File: src/rtl/dwc_upconv_pkg.sv
// Shared types and default geometry for the AXI4 up-converter W path.
package dwc_upconv_pkg;

  localparam int DEF_DATA_WIDTH_IN  = 32;
  localparam int DEF_DATA_WIDTH_OUT = 64;
  localparam int RATIO      = DEF_DATA_WIDTH_OUT / DEF_DATA_WIDTH_IN;
  localparam int LANE_W     = $clog2(RATIO);
  localparam int IN_BYTE_W  = $clog2(DEF_DATA_WIDTH_IN / 8);
  localparam int OUT_BYTE_W = $clog2(DEF_DATA_WIDTH_OUT / 8);

  // One queued burst as seen by the W packer
  typedef struct packed {
    logic [5:0] addr;
    logic [7:0] len;
    logic [2:0] size;
    logic       fixed;
    logic [5:0] wrap_mask;
  } cmd_t;

  typedef enum logic [0:0] {
    IDLE  = 1'b0,
    ACCUM = 1'b1
  } state_e;

endpackage

File: src/rtl/dwc_upconv_wchannel_packer_if.sv
// Narrow (MASTER_W*) and wide (SLAVE_W*) write-data channels of the packer.
// master: environment side (narrow W source plus wide W sink); slave: the packer.
interface dwc_upconv_wchannel_packer_if #(
  parameter int USER_WIDTH     = 1,
  parameter int DATA_WIDTH_IN  = 32,
  parameter int DATA_WIDTH_OUT = 64
);
  logic [DATA_WIDTH_IN-1:0]    MASTER_WDATA;
  logic [DATA_WIDTH_IN/8-1:0]  MASTER_WSTRB;
  logic [USER_WIDTH-1:0]       MASTER_WUSER;
  logic                        MASTER_WLAST;
  logic                        MASTER_WVALID;
  logic                        MASTER_WREADY;
  logic [DATA_WIDTH_OUT-1:0]   SLAVE_WDATA;
  logic [DATA_WIDTH_OUT/8-1:0] SLAVE_WSTRB;
  logic [USER_WIDTH-1:0]       SLAVE_WUSER;
  logic                        SLAVE_WLAST;
  logic                        SLAVE_WVALID;
  logic                        SLAVE_WREADY;

  modport master (
    output MASTER_WDATA, MASTER_WSTRB, MASTER_WUSER, MASTER_WLAST, MASTER_WVALID,
    input  MASTER_WREADY,
    input  SLAVE_WDATA, SLAVE_WSTRB, SLAVE_WUSER, SLAVE_WLAST, SLAVE_WVALID,
    output SLAVE_WREADY
  );

  modport slave (
    input  MASTER_WDATA, MASTER_WSTRB, MASTER_WUSER, MASTER_WLAST, MASTER_WVALID,
    output MASTER_WREADY,
    output SLAVE_WDATA, SLAVE_WSTRB, SLAVE_WUSER, SLAVE_WLAST, SLAVE_WVALID,
    input  SLAVE_WREADY
  );
endinterface

File: src/rtl/dwc_upconv_wcmd_fifo.sv
// Burst command queue: synchronous FIFO of cmd_t records.
// A push while full is dropped unless a pop frees a slot in the same cycle.
module dwc_upconv_wcmd_fifo
  import dwc_upconv_pkg::*;
#(
  parameter int DEPTH = 4
) (
  input  logic ACLK,
  input  logic ARESETN,
  input  logic push,
  input  cmd_t push_data,
  input  logic pop,
  output cmd_t pop_data,
  output logic full,
  output logic empty
);
  localparam int PTR_W = (DEPTH > 1) ? $clog2(DEPTH) : 1;
  localparam int CNT_W = $clog2(DEPTH + 1);
  localparam logic [PTR_W-1:0] LAST_IDX = PTR_W'(DEPTH - 1);
  localparam logic [CNT_W-1:0] FULL_CNT = CNT_W'(DEPTH);

  cmd_t             mem_q [DEPTH];
  cmd_t             mem_d [DEPTH];
  logic [PTR_W-1:0] wr_ptr_q, wr_ptr_d, rd_ptr_q, rd_ptr_d;
  logic [CNT_W-1:0] cnt_q, cnt_d;
  logic             do_push, do_pop;

  assign full     = (cnt_q == FULL_CNT);
  assign empty    = (cnt_q == '0);
  assign pop_data = mem_q[rd_ptr_q];

  // Pointer, occupancy and storage update
  always_comb begin
    do_push  = push && (!full || pop);
    do_pop   = pop && !empty;
    mem_d    = mem_q;
    wr_ptr_d = wr_ptr_q;
    rd_ptr_d = rd_ptr_q;
    cnt_d    = cnt_q;
    if (do_push) begin
      mem_d[wr_ptr_q] = push_data;
      wr_ptr_d = (wr_ptr_q == LAST_IDX) ? '0 : wr_ptr_q + PTR_W'(1);
    end
    if (do_pop) begin
      rd_ptr_d = (rd_ptr_q == LAST_IDX) ? '0 : rd_ptr_q + PTR_W'(1);
    end
    if (do_push && !do_pop) begin
      cnt_d = cnt_q + CNT_W'(1);
    end else if (!do_push && do_pop) begin
      cnt_d = cnt_q - CNT_W'(1);
    end
  end

  // Queue state registers
  always_ff @(posedge ACLK or negedge ARESETN) begin
    if (!ARESETN) begin
      for (int i = 0; i < DEPTH; i++) mem_q[i] <= '0;
      wr_ptr_q <= '0;
      rd_ptr_q <= '0;
      cnt_q    <= '0;
    end else begin
      mem_q    <= mem_d;
      wr_ptr_q <= wr_ptr_d;
      rd_ptr_q <= rd_ptr_d;
      cnt_q    <= cnt_d;
    end
  end

endmodule

File: src/rtl/dwc_upconv_wchannel_packer.sv
// AXI4 up-converter W path: packs narrow MASTER_W beats into wide SLAVE_W beats,
// following the narrow address lane by lane for each queued burst command.
// Build option: DWC_UPCONV_W_SKID_EN adds a 2-entry output skid buffer and a
// registered MASTER_WREADY (no combinational SLAVE_WREADY -> MASTER_WREADY path).
//
// state | meaning
// IDLE  | no burst active; pops the next command when the queue is non-empty
// ACCUM | accepting narrow beats, merging them into lanes, flushing wide beats
module dwc_upconv_wchannel_packer
  import dwc_upconv_pkg::*;
#(
  parameter int ID_WIDTH       = 1,
  parameter int USER_WIDTH     = 1,
  parameter int DATA_WIDTH_IN  = DEF_DATA_WIDTH_IN,
  parameter int DATA_WIDTH_OUT = DEF_DATA_WIDTH_OUT,
  parameter int CMD_FIFO_DEPTH = 4
) (
  input  logic       ACLK,
  input  logic       ARESETN,
  input  logic       cmd_wr_en,
  input  logic [5:0] cmd_addr,
  input  logic [7:0] cmd_len,
  input  logic [2:0] cmd_size,
  input  logic       cmd_fixed,
  input  logic [5:0] cmd_wrap_mask,
  output logic       cmd_fifo_full,
  dwc_upconv_wchannel_packer_if.slave w_if,
  output logic       wlast_err
);
  localparam int IN_B     = DATA_WIDTH_IN / 8;
  localparam int OUT_B    = DATA_WIDTH_OUT / 8;
  localparam int RATIO_L  = DATA_WIDTH_OUT / DATA_WIDTH_IN;
  localparam int LANE_W_L = $clog2(RATIO_L);
  localparam int IN_BW    = $clog2(IN_B);
  localparam int OUT_BW   = $clog2(OUT_B);
  localparam logic [0:0] S_IDLE  = 1'(IDLE);
  localparam logic [0:0] S_ACCUM = 1'(ACCUM);

  // ID_WIDTH only keeps the parameter list aligned with the AW path
  if (ID_WIDTH > 0) begin : g_id_width_unused
  end

  typedef struct packed {
    logic [DATA_WIDTH_OUT-1:0] data;
    logic [OUT_B-1:0]          strb;
    logic [USER_WIDTH-1:0]     user;
    logic                      last;
  } beat_t;

  cmd_t                      cmd_in, cmd_out;
  logic                      fifo_full, fifo_empty, fifo_pop;
  logic [0:0]                state_q, state_d;
  logic [5:0]                addr_q, addr_d, mask_q, mask_d;
  logic [7:0]                len_q, len_d, beat_cnt_q, beat_cnt_d;
  logic [2:0]                size_q, size_d;
  logic                      fixed_q, fixed_d;
  logic [DATA_WIDTH_OUT-1:0] acc_data_q, acc_data_d, merged_data;
  logic [OUT_B-1:0]          acc_strb_q, acc_strb_d, merged_strb;
  logic                      wlast_err_q, wlast_err_d;
  logic [LANE_W_L-1:0]       lane;
  logic [5:0]                addr_incr, addr_next;
  logic                      is_last, accept, flush, m_ready;
  beat_t                     flush_beat, out_head;
  logic                      out_valid;

  assign cmd_in = '{addr: cmd_addr, len: cmd_len, size: cmd_size,
                    fixed: cmd_fixed, wrap_mask: cmd_wrap_mask};

  dwc_upconv_wcmd_fifo #(.DEPTH(CMD_FIFO_DEPTH)) u_cmd_fifo (
    .ACLK      (ACLK),
    .ARESETN   (ARESETN),
    .push      (cmd_wr_en),
    .push_data (cmd_in),
    .pop       (fifo_pop),
    .pop_data  (cmd_out),
    .full      (fifo_full),
    .empty     (fifo_empty)
  );

  assign lane    = addr_q[OUT_BW-1:IN_BW];
  assign is_last = (beat_cnt_q == len_q);
  assign accept  = w_if.MASTER_WVALID && m_ready;

  // Lane merge of the current beat and next-address / flush decision
  always_comb begin
    merged_data = acc_data_q;
    merged_strb = acc_strb_q;
    for (int i = 0; i < RATIO_L; i++) begin
      if (lane == LANE_W_L'(i)) begin
        merged_data[i*DATA_WIDTH_IN +: DATA_WIDTH_IN] = w_if.MASTER_WDATA;
        merged_strb[i*IN_B +: IN_B]                   = w_if.MASTER_WSTRB;
      end
    end
    addr_incr = 6'd1 << size_q;
    addr_next = fixed_q ? addr_q
                        : ((addr_q & ~mask_q) | ((addr_q + addr_incr) & mask_q));
    // Leaving the current wide word (or a FIXED/last beat) closes the wide beat
    flush = accept && (is_last || fixed_q ||
                       ((addr_next >> OUT_BW) != (addr_q >> OUT_BW)));
    flush_beat = '{data: merged_data, strb: merged_strb,
                   user: w_if.MASTER_WUSER, last: is_last};
  end

  // Packer FSM: command load, beat counting, accumulator update
  always_comb begin
    state_d     = state_q;
    addr_d      = addr_q;
    len_d       = len_q;
    size_d      = size_q;
    fixed_d     = fixed_q;
    mask_d      = mask_q;
    beat_cnt_d  = beat_cnt_q;
    acc_data_d  = acc_data_q;
    acc_strb_d  = acc_strb_q;
    wlast_err_d = 1'b0;
    fifo_pop    = 1'b0;
    case (state_q)
      S_IDLE: begin
        if (!fifo_empty) begin
          fifo_pop   = 1'b1;
          addr_d     = cmd_out.addr;
          len_d      = cmd_out.len;
          size_d     = cmd_out.size;
          fixed_d    = cmd_out.fixed;
          mask_d     = cmd_out.wrap_mask;
          beat_cnt_d = 8'd0;
          state_d    = S_ACCUM;
        end
      end
      default: begin
        if (accept) begin
          addr_d      = addr_next;
          acc_data_d  = merged_data;
          acc_strb_d  = flush ? '0 : merged_strb;
          wlast_err_d = (w_if.MASTER_WLAST != is_last);
          if (is_last) begin
            state_d = S_IDLE;
          end else begin
            beat_cnt_d = beat_cnt_q + 8'd1;
          end
        end
      end
    endcase
  end

  // Packer state registers
  always_ff @(posedge ACLK or negedge ARESETN) begin
    if (!ARESETN) begin
      state_q     <= S_IDLE;
      addr_q      <= '0;
      len_q       <= '0;
      size_q      <= '0;
      fixed_q     <= 1'b0;
      mask_q      <= '0;
      beat_cnt_q  <= '0;
      acc_data_q  <= '0;
      acc_strb_q  <= '0;
      wlast_err_q <= 1'b0;
    end else begin
      state_q     <= state_d;
      addr_q      <= addr_d;
      len_q       <= len_d;
      size_q      <= size_d;
      fixed_q     <= fixed_d;
      mask_q      <= mask_d;
      beat_cnt_q  <= beat_cnt_d;
      acc_data_q  <= acc_data_d;
      acc_strb_q  <= acc_strb_d;
      wlast_err_q <= wlast_err_d;
    end
  end

`ifdef DWC_UPCONV_W_SKID_EN
  beat_t      skid_q [2];
  beat_t      skid_d [2];
  logic       wr_ptr_q, wr_ptr_d, rd_ptr_q, rd_ptr_d;
  logic [1:0] skid_cnt_q, skid_cnt_d;
  logic       ready_q, ready_d, skid_pop;

  // Skid buffer: flushes write, wide handshakes read; ready looks one cycle ahead
  always_comb begin
    skid_d   = skid_q;
    wr_ptr_d = wr_ptr_q;
    rd_ptr_d = rd_ptr_q;
    skid_pop = (skid_cnt_q != 2'd0) && w_if.SLAVE_WREADY;
    if (flush) begin
      skid_d[wr_ptr_q] = flush_beat;
      wr_ptr_d = ~wr_ptr_q;
    end
    if (skid_pop) begin
      rd_ptr_d = ~rd_ptr_q;
    end
    case ({flush, skid_pop})
      2'b10:   skid_cnt_d = skid_cnt_q + 2'd1;
      2'b01:   skid_cnt_d = skid_cnt_q - 2'd1;
      default: skid_cnt_d = skid_cnt_q;
    endcase
    ready_d = (state_d == S_ACCUM) && (skid_cnt_d != 2'd2);
  end

  // Skid buffer registers
  always_ff @(posedge ACLK or negedge ARESETN) begin
    if (!ARESETN) begin
      skid_q[0]  <= '0;
      skid_q[1]  <= '0;
      wr_ptr_q   <= 1'b0;
      rd_ptr_q   <= 1'b0;
      skid_cnt_q <= 2'd0;
      ready_q    <= 1'b0;
    end else begin
      skid_q     <= skid_d;
      wr_ptr_q   <= wr_ptr_d;
      rd_ptr_q   <= rd_ptr_d;
      skid_cnt_q <= skid_cnt_d;
      ready_q    <= ready_d;
    end
  end

  assign out_head  = skid_q[rd_ptr_q];
  assign out_valid = (skid_cnt_q != 2'd0);
  assign m_ready   = ready_q;
`else
  beat_t out_q, out_d;
  logic  out_valid_q, out_valid_d;

  // Single output register: hold until taken, reload on flush without a bubble
  always_comb begin
    out_d       = out_q;
    out_valid_d = out_valid_q;
    if (out_valid_q && w_if.SLAVE_WREADY) begin
      out_valid_d = 1'b0;
    end
    if (flush) begin
      out_d       = flush_beat;
      out_valid_d = 1'b1;
    end
  end

  // Output register
  always_ff @(posedge ACLK or negedge ARESETN) begin
    if (!ARESETN) begin
      out_q       <= '0;
      out_valid_q <= 1'b0;
    end else begin
      out_q       <= out_d;
      out_valid_q <= out_valid_d;
    end
  end

  assign out_head  = out_q;
  assign out_valid = out_valid_q;
  assign m_ready   = (state_q == S_ACCUM) && (!out_valid_q || w_if.SLAVE_WREADY);
`endif

  assign w_if.MASTER_WREADY = m_ready;
  assign w_if.SLAVE_WDATA   = out_head.data;
  assign w_if.SLAVE_WSTRB   = out_head.strb;
  assign w_if.SLAVE_WUSER   = out_head.user;
  assign w_if.SLAVE_WLAST   = out_head.last;
  assign w_if.SLAVE_WVALID  = out_valid;
  assign cmd_fifo_full      = fifo_full;
  assign wlast_err          = wlast_err_q;

endmodule

File: src/flat_wrapper.sv
// flat-port wrapper written by rule: the top's interface ports become plain ports
module dwc_upconv_wchannel_packer_flat import dwc_upconv_pkg::*;
#(
  parameter int ID_WIDTH       = 1,
  parameter int USER_WIDTH     = 1,
  parameter int DATA_WIDTH_IN  = DEF_DATA_WIDTH_IN,
  parameter int DATA_WIDTH_OUT = DEF_DATA_WIDTH_OUT,
  parameter int CMD_FIFO_DEPTH = 4
)
  (ACLK, ARESETN, cmd_wr_en, cmd_addr, cmd_len, cmd_size, cmd_fixed, cmd_wrap_mask, cmd_fifo_full, wlast_err, w_if_MASTER_WDATA, w_if_MASTER_WSTRB, w_if_MASTER_WUSER, w_if_MASTER_WLAST, w_if_MASTER_WVALID, w_if_MASTER_WREADY, w_if_SLAVE_WDATA, w_if_SLAVE_WSTRB, w_if_SLAVE_WUSER, w_if_SLAVE_WLAST, w_if_SLAVE_WVALID, w_if_SLAVE_WREADY);
  dwc_upconv_wchannel_packer_if #(.USER_WIDTH(USER_WIDTH), .DATA_WIDTH_IN(DATA_WIDTH_IN), .DATA_WIDTH_OUT(DATA_WIDTH_OUT)) w_if_i ();
  input  logic ACLK;
  input  logic ARESETN;
  input  logic cmd_wr_en;
  input  logic [5:0] cmd_addr;
  input  logic [7:0] cmd_len;
  input  logic [2:0] cmd_size;
  input  logic cmd_fixed;
  input  logic [5:0] cmd_wrap_mask;
  output logic cmd_fifo_full;
  output logic wlast_err;
  input wire logic [$bits(w_if_i.MASTER_WDATA)-1:0] w_if_MASTER_WDATA;
  input wire logic [$bits(w_if_i.MASTER_WSTRB)-1:0] w_if_MASTER_WSTRB;
  input wire logic [$bits(w_if_i.MASTER_WUSER)-1:0] w_if_MASTER_WUSER;
  input wire logic [$bits(w_if_i.MASTER_WLAST)-1:0] w_if_MASTER_WLAST;
  input wire logic [$bits(w_if_i.MASTER_WVALID)-1:0] w_if_MASTER_WVALID;
  output wire logic [$bits(w_if_i.MASTER_WREADY)-1:0] w_if_MASTER_WREADY;
  output wire logic [$bits(w_if_i.SLAVE_WDATA)-1:0] w_if_SLAVE_WDATA;
  output wire logic [$bits(w_if_i.SLAVE_WSTRB)-1:0] w_if_SLAVE_WSTRB;
  output wire logic [$bits(w_if_i.SLAVE_WUSER)-1:0] w_if_SLAVE_WUSER;
  output wire logic [$bits(w_if_i.SLAVE_WLAST)-1:0] w_if_SLAVE_WLAST;
  output wire logic [$bits(w_if_i.SLAVE_WVALID)-1:0] w_if_SLAVE_WVALID;
  input wire logic [$bits(w_if_i.SLAVE_WREADY)-1:0] w_if_SLAVE_WREADY;
  assign w_if_i.MASTER_WDATA = w_if_MASTER_WDATA;
  assign w_if_i.MASTER_WSTRB = w_if_MASTER_WSTRB;
  assign w_if_i.MASTER_WUSER = w_if_MASTER_WUSER;
  assign w_if_i.MASTER_WLAST = w_if_MASTER_WLAST;
  assign w_if_i.MASTER_WVALID = w_if_MASTER_WVALID;
  assign w_if_MASTER_WREADY = w_if_i.MASTER_WREADY;
  assign w_if_SLAVE_WDATA = w_if_i.SLAVE_WDATA;
  assign w_if_SLAVE_WSTRB = w_if_i.SLAVE_WSTRB;
  assign w_if_SLAVE_WUSER = w_if_i.SLAVE_WUSER;
  assign w_if_SLAVE_WLAST = w_if_i.SLAVE_WLAST;
  assign w_if_SLAVE_WVALID = w_if_i.SLAVE_WVALID;
  assign w_if_i.SLAVE_WREADY = w_if_SLAVE_WREADY;
  dwc_upconv_wchannel_packer #(.ID_WIDTH(ID_WIDTH), .USER_WIDTH(USER_WIDTH), .DATA_WIDTH_IN(DATA_WIDTH_IN), .DATA_WIDTH_OUT(DATA_WIDTH_OUT), .CMD_FIFO_DEPTH(CMD_FIFO_DEPTH)) u_core (.ACLK(ACLK), .ARESETN(ARESETN), .cmd_wr_en(cmd_wr_en), .cmd_addr(cmd_addr), .cmd_len(cmd_len), .cmd_size(cmd_size), .cmd_fixed(cmd_fixed), .cmd_wrap_mask(cmd_wrap_mask), .cmd_fifo_full(cmd_fifo_full), .w_if(w_if_i), .wlast_err(wlast_err));
endmodule
File: config.mk
export PLATFORM = sky130hd
export DESIGN_NAME = dwc_upconv_wchannel_packer_flat
export DESIGN_NICKNAME = d
export VERILOG_FILES = /design/src/rtl/dwc_upconv_pkg.sv /design/src/rtl/dwc_upconv_wchannel_packer_if.sv /design/src/rtl/dwc_upconv_wcmd_fifo.sv /design/src/rtl/dwc_upconv_wchannel_packer.sv /design/src/flat_wrapper.sv
export SDC_FILE = /design/constraint.sdc
export NUM_CORES = 1
export LEC_CHECK = 0
export CAP_MARGIN = 20
export CORE_MARGIN = 1.5
export CORE_UTILIZATION = 56
export CTS_BUF_LIST = sky130_fd_sc_hd__clkbuf_16
export DETAILED_ROUTE_END_ITERATION = 8
export PLACE_DENSITY = 0.83
export SETUP_SLACK_MARGIN = 0.3
export SLEW_MARGIN = 10
export SYNTH_ARGS = -nofsm -noshare
export SYNTH_HDL_FRONTEND = slang
export SYNTH_SLANG_ARGS = --single-unit
File: constraint.sdc
create_clock -name ACLK -period 3.16 [get_ports ACLK]
set_input_delay 0.316 -clock ACLK [delete_from_list [all_inputs] [get_ports ACLK]]
set_output_delay 0.316 -clock ACLK [all_outputs]
set_load 0.02 [all_outputs]
# [After elaboration in Yosys (flattened, before gate mapping)]
# Cells that the tools add are included.
[classes] add_sub_neg=6 n_lt_le_gt_ge=3 n_eq_ne=10 n_shift=1 muxes=32 bitwise_logic=8 n_reduce_logical=26
[op_table] op="$bwmux W96" count=1
[op_table] op="$mux W24" count=3
[op_table] op="$mux W32" count=2
[op_table] op="$bmux W24 S2" count=1
[op_table] op="$demux W24 S2" count=1
[op_table] op="$mux W8" count=5
[op_table] op="$mux W6" count=4
[op_table] op="$and A6 B6 Y6" count=2
[op_table] op="$logic_and A1 B1 Y1" count=9
[op_table] op="$mux W1" count=9
[op_table] op="$add A8 B1 Y8 const B" count=1
[op_table] op="$eq A8 B8 Y1" count=1
[op_table] op="$mux W4" count=2
[op_table] op="$ne A2 B2 Y1 const B" count=4
[op_table] op="$add A6 B6 Y6" count=1
[op_table] op="$ge A3 B3 Y1 const B" count=2
[op_table] op="$mux W3" count=2
[op_table] op="$not A2 Y3" count=2
[op_table] op="$not A6 Y6" count=1
[op_table] op="$or A6 B6 Y6" count=1
[op_table] op="$reduce_and A2 Y1" count=3
[op_table] op="$reduce_and A3 Y1" count=2
[op_table] op="$shl A1 B3 Y6 const A" count=1
[op_table] op="$logic_not A1 Y1" count=5
[op_table] op="other kinds (13)" count=21
[word_totals] ff_bits=284 in_bits=67 word_cells=125

# [Longest topological paths before layout]
# Gate-level depths: netlist of run 1.
[depth] ltp_word=9 mapped_depth=10 mapped_depth_nobuf=9

# [Cells and area by module]
# A second synthesis of run 1 with hierarchy kept.
[hier_totals] cells_unflattened=985 area_unflattened_um2=12866.1
[modules_own_cells] mod="dwc_upconv_wchannel_packer" instances=1 cells_per_inst=714 area_per_inst_um2=8257.9 seq_area_each_um2=4504.3
[modules_own_cells] mod="dwc_upconv_wcmd_fifo" instances=1 cells_per_inst=271 area_per_inst_um2=4608.2 seq_area_each_um2=2577.5

# [Least setup slack after synthesis of run 1]
# No wires, ideal clock.
[synth_path] kind="reg2reg" startpoint="reg u_core.size_q[0]" endpoint="reg u_core.out_q, in the netlist u_core.w_if.SLAVE_WDATA[42]" setup_time_ps=125 arrival_time_ps=2628 t_required_ps=3035 setup_slack_ps=406 stages_incl_launch_ff=11 path_buffers=2 synth_period_minus_slack_ps=2754 cell_sequence="dfrtp_1 > and3b_1 > ha_1 > buf_2 > or3b_2 > a22oi_1 > or3_1 > nor4_4 > a21oi_4 > buf_6 > mux2_4"
[synth_between] elab_chain_len=8
[synth_lines] element="start, declared" line_no="dwc_upconv_wchannel_packer.sv:55" text="logic [2:0] size_q, size_d;"
[synth_lines] element="start signal, assigned" line_no="dwc_upconv_wchannel_packer.sv:163" text="size_q <= size_d;"
[synth_lines] element="$shl A1 B3 Y6" line_no="dwc_upconv_wchannel_packer.sv:94" text="addr_incr = 6'd1 << size_q;"
[synth_lines] element="$add A6 B6 Y6" line_no="dwc_upconv_wchannel_packer.sv:96" text=": ((addr_q & ~mask_q) | ((addr_q + addr_incr) & mask_q));"
[synth_lines] element="$and A6 B6 Y6" line_no="dwc_upconv_wchannel_packer.sv:96"
[synth_lines] element="$or A6 B6 Y6" line_no="dwc_upconv_wchannel_packer.sv:96"
[synth_lines] element="$mux W6" line_no="dwc_upconv_wchannel_packer.sv:95" text="addr_next = fixed_q ? addr_q"
[synth_lines] element="$ne A3 B3 Y1" line_no="dwc_upconv_wchannel_packer.sv:99" text="((addr_next >> OUT_BW) != (addr_q >> OUT_BW)));"
[synth_lines] element="$logic_or A1 B1 Y1" line_no="dwc_upconv_wchannel_packer.sv:98" text="flush = accept && (is_last || fixed_q ||"
[synth_lines] element="$logic_and A1 B1 Y1" line_no="dwc_upconv_wchannel_packer.sv:98"
[synth_lines] element="end signal, assigned" line_no="dwc_upconv_wchannel_packer.sv:245" text="out_q <= out_d;"
[synth_lines] element="end, declared" line_no="dwc_upconv_wchannel_packer.sv:223" text="beat_t out_q, out_d;"
# Every way passes these cells. The select of a mux whose other input is x is not followed.
# A chain may end at the register's enable or synchronous reset.

# [Worst setup path in the final report of run 1]
[layout_path] startpoint="reg u_core.size_q[2]" endpoint="reg u_core.out_q, in the netlist u_core.w_if.SLAVE_WDATA[32]"
# Same word-level chain as after synthesis.

==> impl_metrics.tcl, run 1 <==
set metrics [dict create \
    outcome "finished, violations left" \
    violations "design-rule violations" \
    p_sw_share_pct 30.6 \
    worstPathMaxFanout 7 \
    synth_warnings 0 \
    cp-start-kind "flip-flop" \
    ctsHtreeMaxLevel 1 \
    p_sw_mw 4.34 \
    place_ws_ns 0.108 \
    cts_buffer_depth 3 \
    fin_nets 1142 \
    antenna_found_initial 0 \
    worstHoldPathType "in2async" \
    yosysSeqAreaShare_pct 55.3 \
    finalCritPeriodShare_pct 92.4 \
    cp_data_arrival_time_ns 3.34 \
    ys_seq_elements 279 \
    portBuffers 143 \
    syn_area_per_cell_um2 14.1 \
    synth_top_area_cell "dfrtp_1" \
    clkPwrFrac_pct 22.2 \
    die_w_um 153 \
    internal_power_mw 9.83 \
    drtIter0Drc 493 \
    grt_overflow 0 \
    cts-root-buf "clkbuf_16" \
    yosysMostFrequentCell "mux2_2" \
    synth_edf_count 0 \
    remaining_drc_errors 34 \
    setup_viol 0 \
    drtAntennaViolNets 0 \
    tightest_slew_ns 1.10 \
    layout-drive-gt1-share_pct 39.6 \
    min_period_ns 2.92 \
    synth_area_um2 12600 \
    r2r_setup_slack_ns 0.24 \
    dieArea_um2 23500 \
    syn_nets 974 \
    wirelength_um 26800 \
    cts.sinks 279 \
    die_h_um 153 \
    io_pins 145 \
    cp_slowest_cell "dfrtp_2" \
    hold_viol_final 0 \
    worstPathRequired_ns 3.58 \
    irDropWorstVdd_uv 731 \
    grt_pass1_vias 8040 \
    grt_first_pass_wirelength_um 42200 \
    fillers 1444 \
    dp_hpwl_um 16100 \
    num_vias 7796 \
    powerDensity_nw_per_um2 901 \
    path_class "reg2reg" \
    hold_ws_ns 0.333 \
    slew_viol_final 0 \
    initial_utilization_pct 57.5 \
    regToRegStartpoint "u_core.size_q[2]" \
    maxCapViolCount 0 \
    post-route-util_pct 71.7 \
    seq_power_share_pct 40.7 \
    vias_per_cell 5.73 \
    r2r_end "u_core.w_if.SLAVE_WDATA[32]" \
    ys_types 50 \
    cp-end-kind "flip-flop" \
    cts_tree "built" \
    crit_chain "nor3_2 > ha_2 > fa_2 > nand3_4 > nand2_2 > a311o_1 > nor4_4 > a21oi_4 > buf_6 > clkbuf_16 > mux2_2" \
    grt_use_total_pct 22.3 \
    wl_per_cell_um 19.7 \
    max_freq_mhz 342 \
    path_clk_slew_ns 0.06 \
    clock_latency_ns 0.54 \
    synthTopCellsByCount "mux2_2, dfrtp_1, nand2_1, clkbuf_1, mux4_2" \
    total_power_mw 14.2 \
    r2r_cells 11 \
    netlist_top_cells_area "dfrtp_1, mux2_2, mux4_2" \
    cts_made_buffers 29 \
    rsz0062_at_grt "true" \
    dr.pass1.iters 6 \
    yosysTopAreaCellShare_pct 55.3 \
    cpPeakStageDelay_ns 0.48 \
    synthArstFlopShare_pct 100 \
    combPwrFrac_pct 37.1 \
    rows 54 \
    grt_max_degree 85 \
    area_growth_syn_to_layout_pct 24.6 \
    setup_ws_ns 0.239 \
    synth-main-ff-cell "dfrtp_1" \
    syn_inst 893 \
    p_leak_nw 7.10 \
    maxSlewHeadroom_pct 26.8 \
    tns_ns 0 \
    gp_congestion 0.853 \
    core_area_um2 22000 \
    clock_skew_ns 0.00802 \
]
## sequential cells by signal (all words and copies together) (netlist names), 2 cells and up
signal	flops
u_core.u_cmd_fifo.cnt_q	3
u_core.u_cmd_fifo.wr_ptr_q	2
u_core.u_cmd_fifo.mem_q	92
u_core.acc_data_q	64
u_core.acc_strb_q	8
u_core.addr_q	5
u_core.len_q	8
u_core.w_if.SLAVE_WDATA	64
u_core.w_if.SLAVE_WSTRB	8
u_core.mask_q	6
u_core.u_cmd_fifo.rd_ptr_q	2
u_core.beat_cnt_q	8
u_core.size_q	3
## through the flow
stage | instances | cell area [um2]
3_5_place_dp | 1292 | 14500
4_1_cts | 1348 | 15400
3_3_place_gp | 1292 | 14500
6_report | 1360 | 15700
2_1_floorplan | 893 | 12600
5_1_grt | 1359 | 15700
## cells in the final DEF (no fill, tap or decap), types with 2 or more instances in the layout
master           instances
dfrtp_2                  3
a32o_1                   5
clkdlybuf4s50_1        142
buf_4                   20
nor3b_4                  3
xor2_1                   4
nor2b_1                  8
inv_1                   14
nor2_1                  18
a31o_2                   2
ha_4                     3
and3_1                   6
and2_1                   2
a21oi_1                  9
a211oi_1                 3
clkinv_1                 5
nand2_1                 79
nor3_1                   2
xnor2_1                 15
nand4_1                  4
o21ai_0                 12
a31oi_1                  2
nand3b_1                 3
o22a_1                   2
mux2_2                 282
or2_2                    2
clkbuf_16               34
dfrtp_1                275
a21o_1                   8
a22o_1                   7
clkinv_2                 6
buf_6                    7
mux2i_1                  2
mux2_4                  15
buf_12                   8
ha_1                     8
nand3_1                  6
bufinv_16                2
mux4_2                  23
## critical path: cells and delay by family (launching register included)
family                     cells  cell delay (ns)
adders and majority gates      2             0.61
and+or+nand+nor                4             0.58
AOI/OAI and AO/OA              2             0.53
DFF                            1             0.48
buffers and inverters          2             0.33
muxes                          1             0.27
## routing by layer
metal  wire, um  up-vias  GRT usage [%]
met3       1450       36           3.23
met5          0        -              0
met4        509        0           5.60
li1           -     3564              -
met2      12900      195           36.3
met1      11900     4001           31.7
## cells by family after synthesis
group,after synthesis,share of synthesized area (%)
buffers and inverters,56,2.12
adder cells (fa/ha/maj),14,1.51
multiplexers,322,31.0
flip-flops,279,55.3
AO/OA/AOI/OAI,58,3.37
AND/OR/NAND/NOR,145,5.37
XOR/XNOR,19,1.32
## repair_timing
action,in CTS,in global routing
gates resized for setup,11,25
hold buffers,1,0
pin swaps,4,11
hold endpoints to repair,76,0
setup buffers,5,5
gates cloned,1,6
endpoints found under the setup margin,80,80
## how the worst max path moves through the flow
| stage | cells past startpoint | startpoint | slack [ns] | end |
|---|---|---|---|---|
| floorplan | 10 | u_core.size_q[0] | 0.41 | u_core.w_if.SLAVE_WDATA[42] |
| global placement | 9 | u_core.size_q[0] | 0.18 | u_core.w_if.SLAVE_WDATA[56] |
| detailed placement | 9 | u_core.size_q[0] | 0.11 | u_core.w_if.SLAVE_WDATA[58] |
| CTS | 10 | u_core.size_q[2] | 0.30 | u_core.w_if.SLAVE_WDATA[34] |
| global route | 11 | u_core.size_q[2] | 0.13 | u_core.w_if.SLAVE_WDATA[48] |
| finish | 11 | u_core.size_q[2] | 0.24 | u_core.w_if.SLAVE_WDATA[32] |
## layout make-up
class	instances	area (um2)	area share, %
inverters	8	30.0	0.191
clock inverters	20	139	0.883
repair buffers	185	1990	12.6
flip-flops and latches	279	6990	44.4
multi-input cells	558	5510	35.0
clock buffers	29	726	4.61
diodes	1	2.50	0.0159
well taps	280	350	2.23
## power groups by stage
stage	Clock [mW]	Combinational [mW]	Sequential, mW
after floorplan	0	3.49	5.76
after global placement	0	4.87	5.68
after detailed placement	0	5.01	5.77
after CTS	3.22	5.12	5.74
after global routing	3.35	5.66	5.94
final	3.15	5.26	5.77
No activity file was read; power rests on OpenSTA's default activity.
==> run 2, diff against run 1 <==
--- a/config.mk
+++ b/config.mk
@@ -5,6 +5,7 @@
 export SDC_FILE = /design/constraint.sdc
 export NUM_CORES = 1
 export LEC_CHECK = 0
+export ABC_CLOCK_PERIOD_IN_PS = 3160
 export CAP_MARGIN = 20
 export CORE_MARGIN = 1.5
 export CORE_UTILIZATION = 56
==> results of run 2 <==
The final DEF is identical to that of run 1; final timing and power are the same.
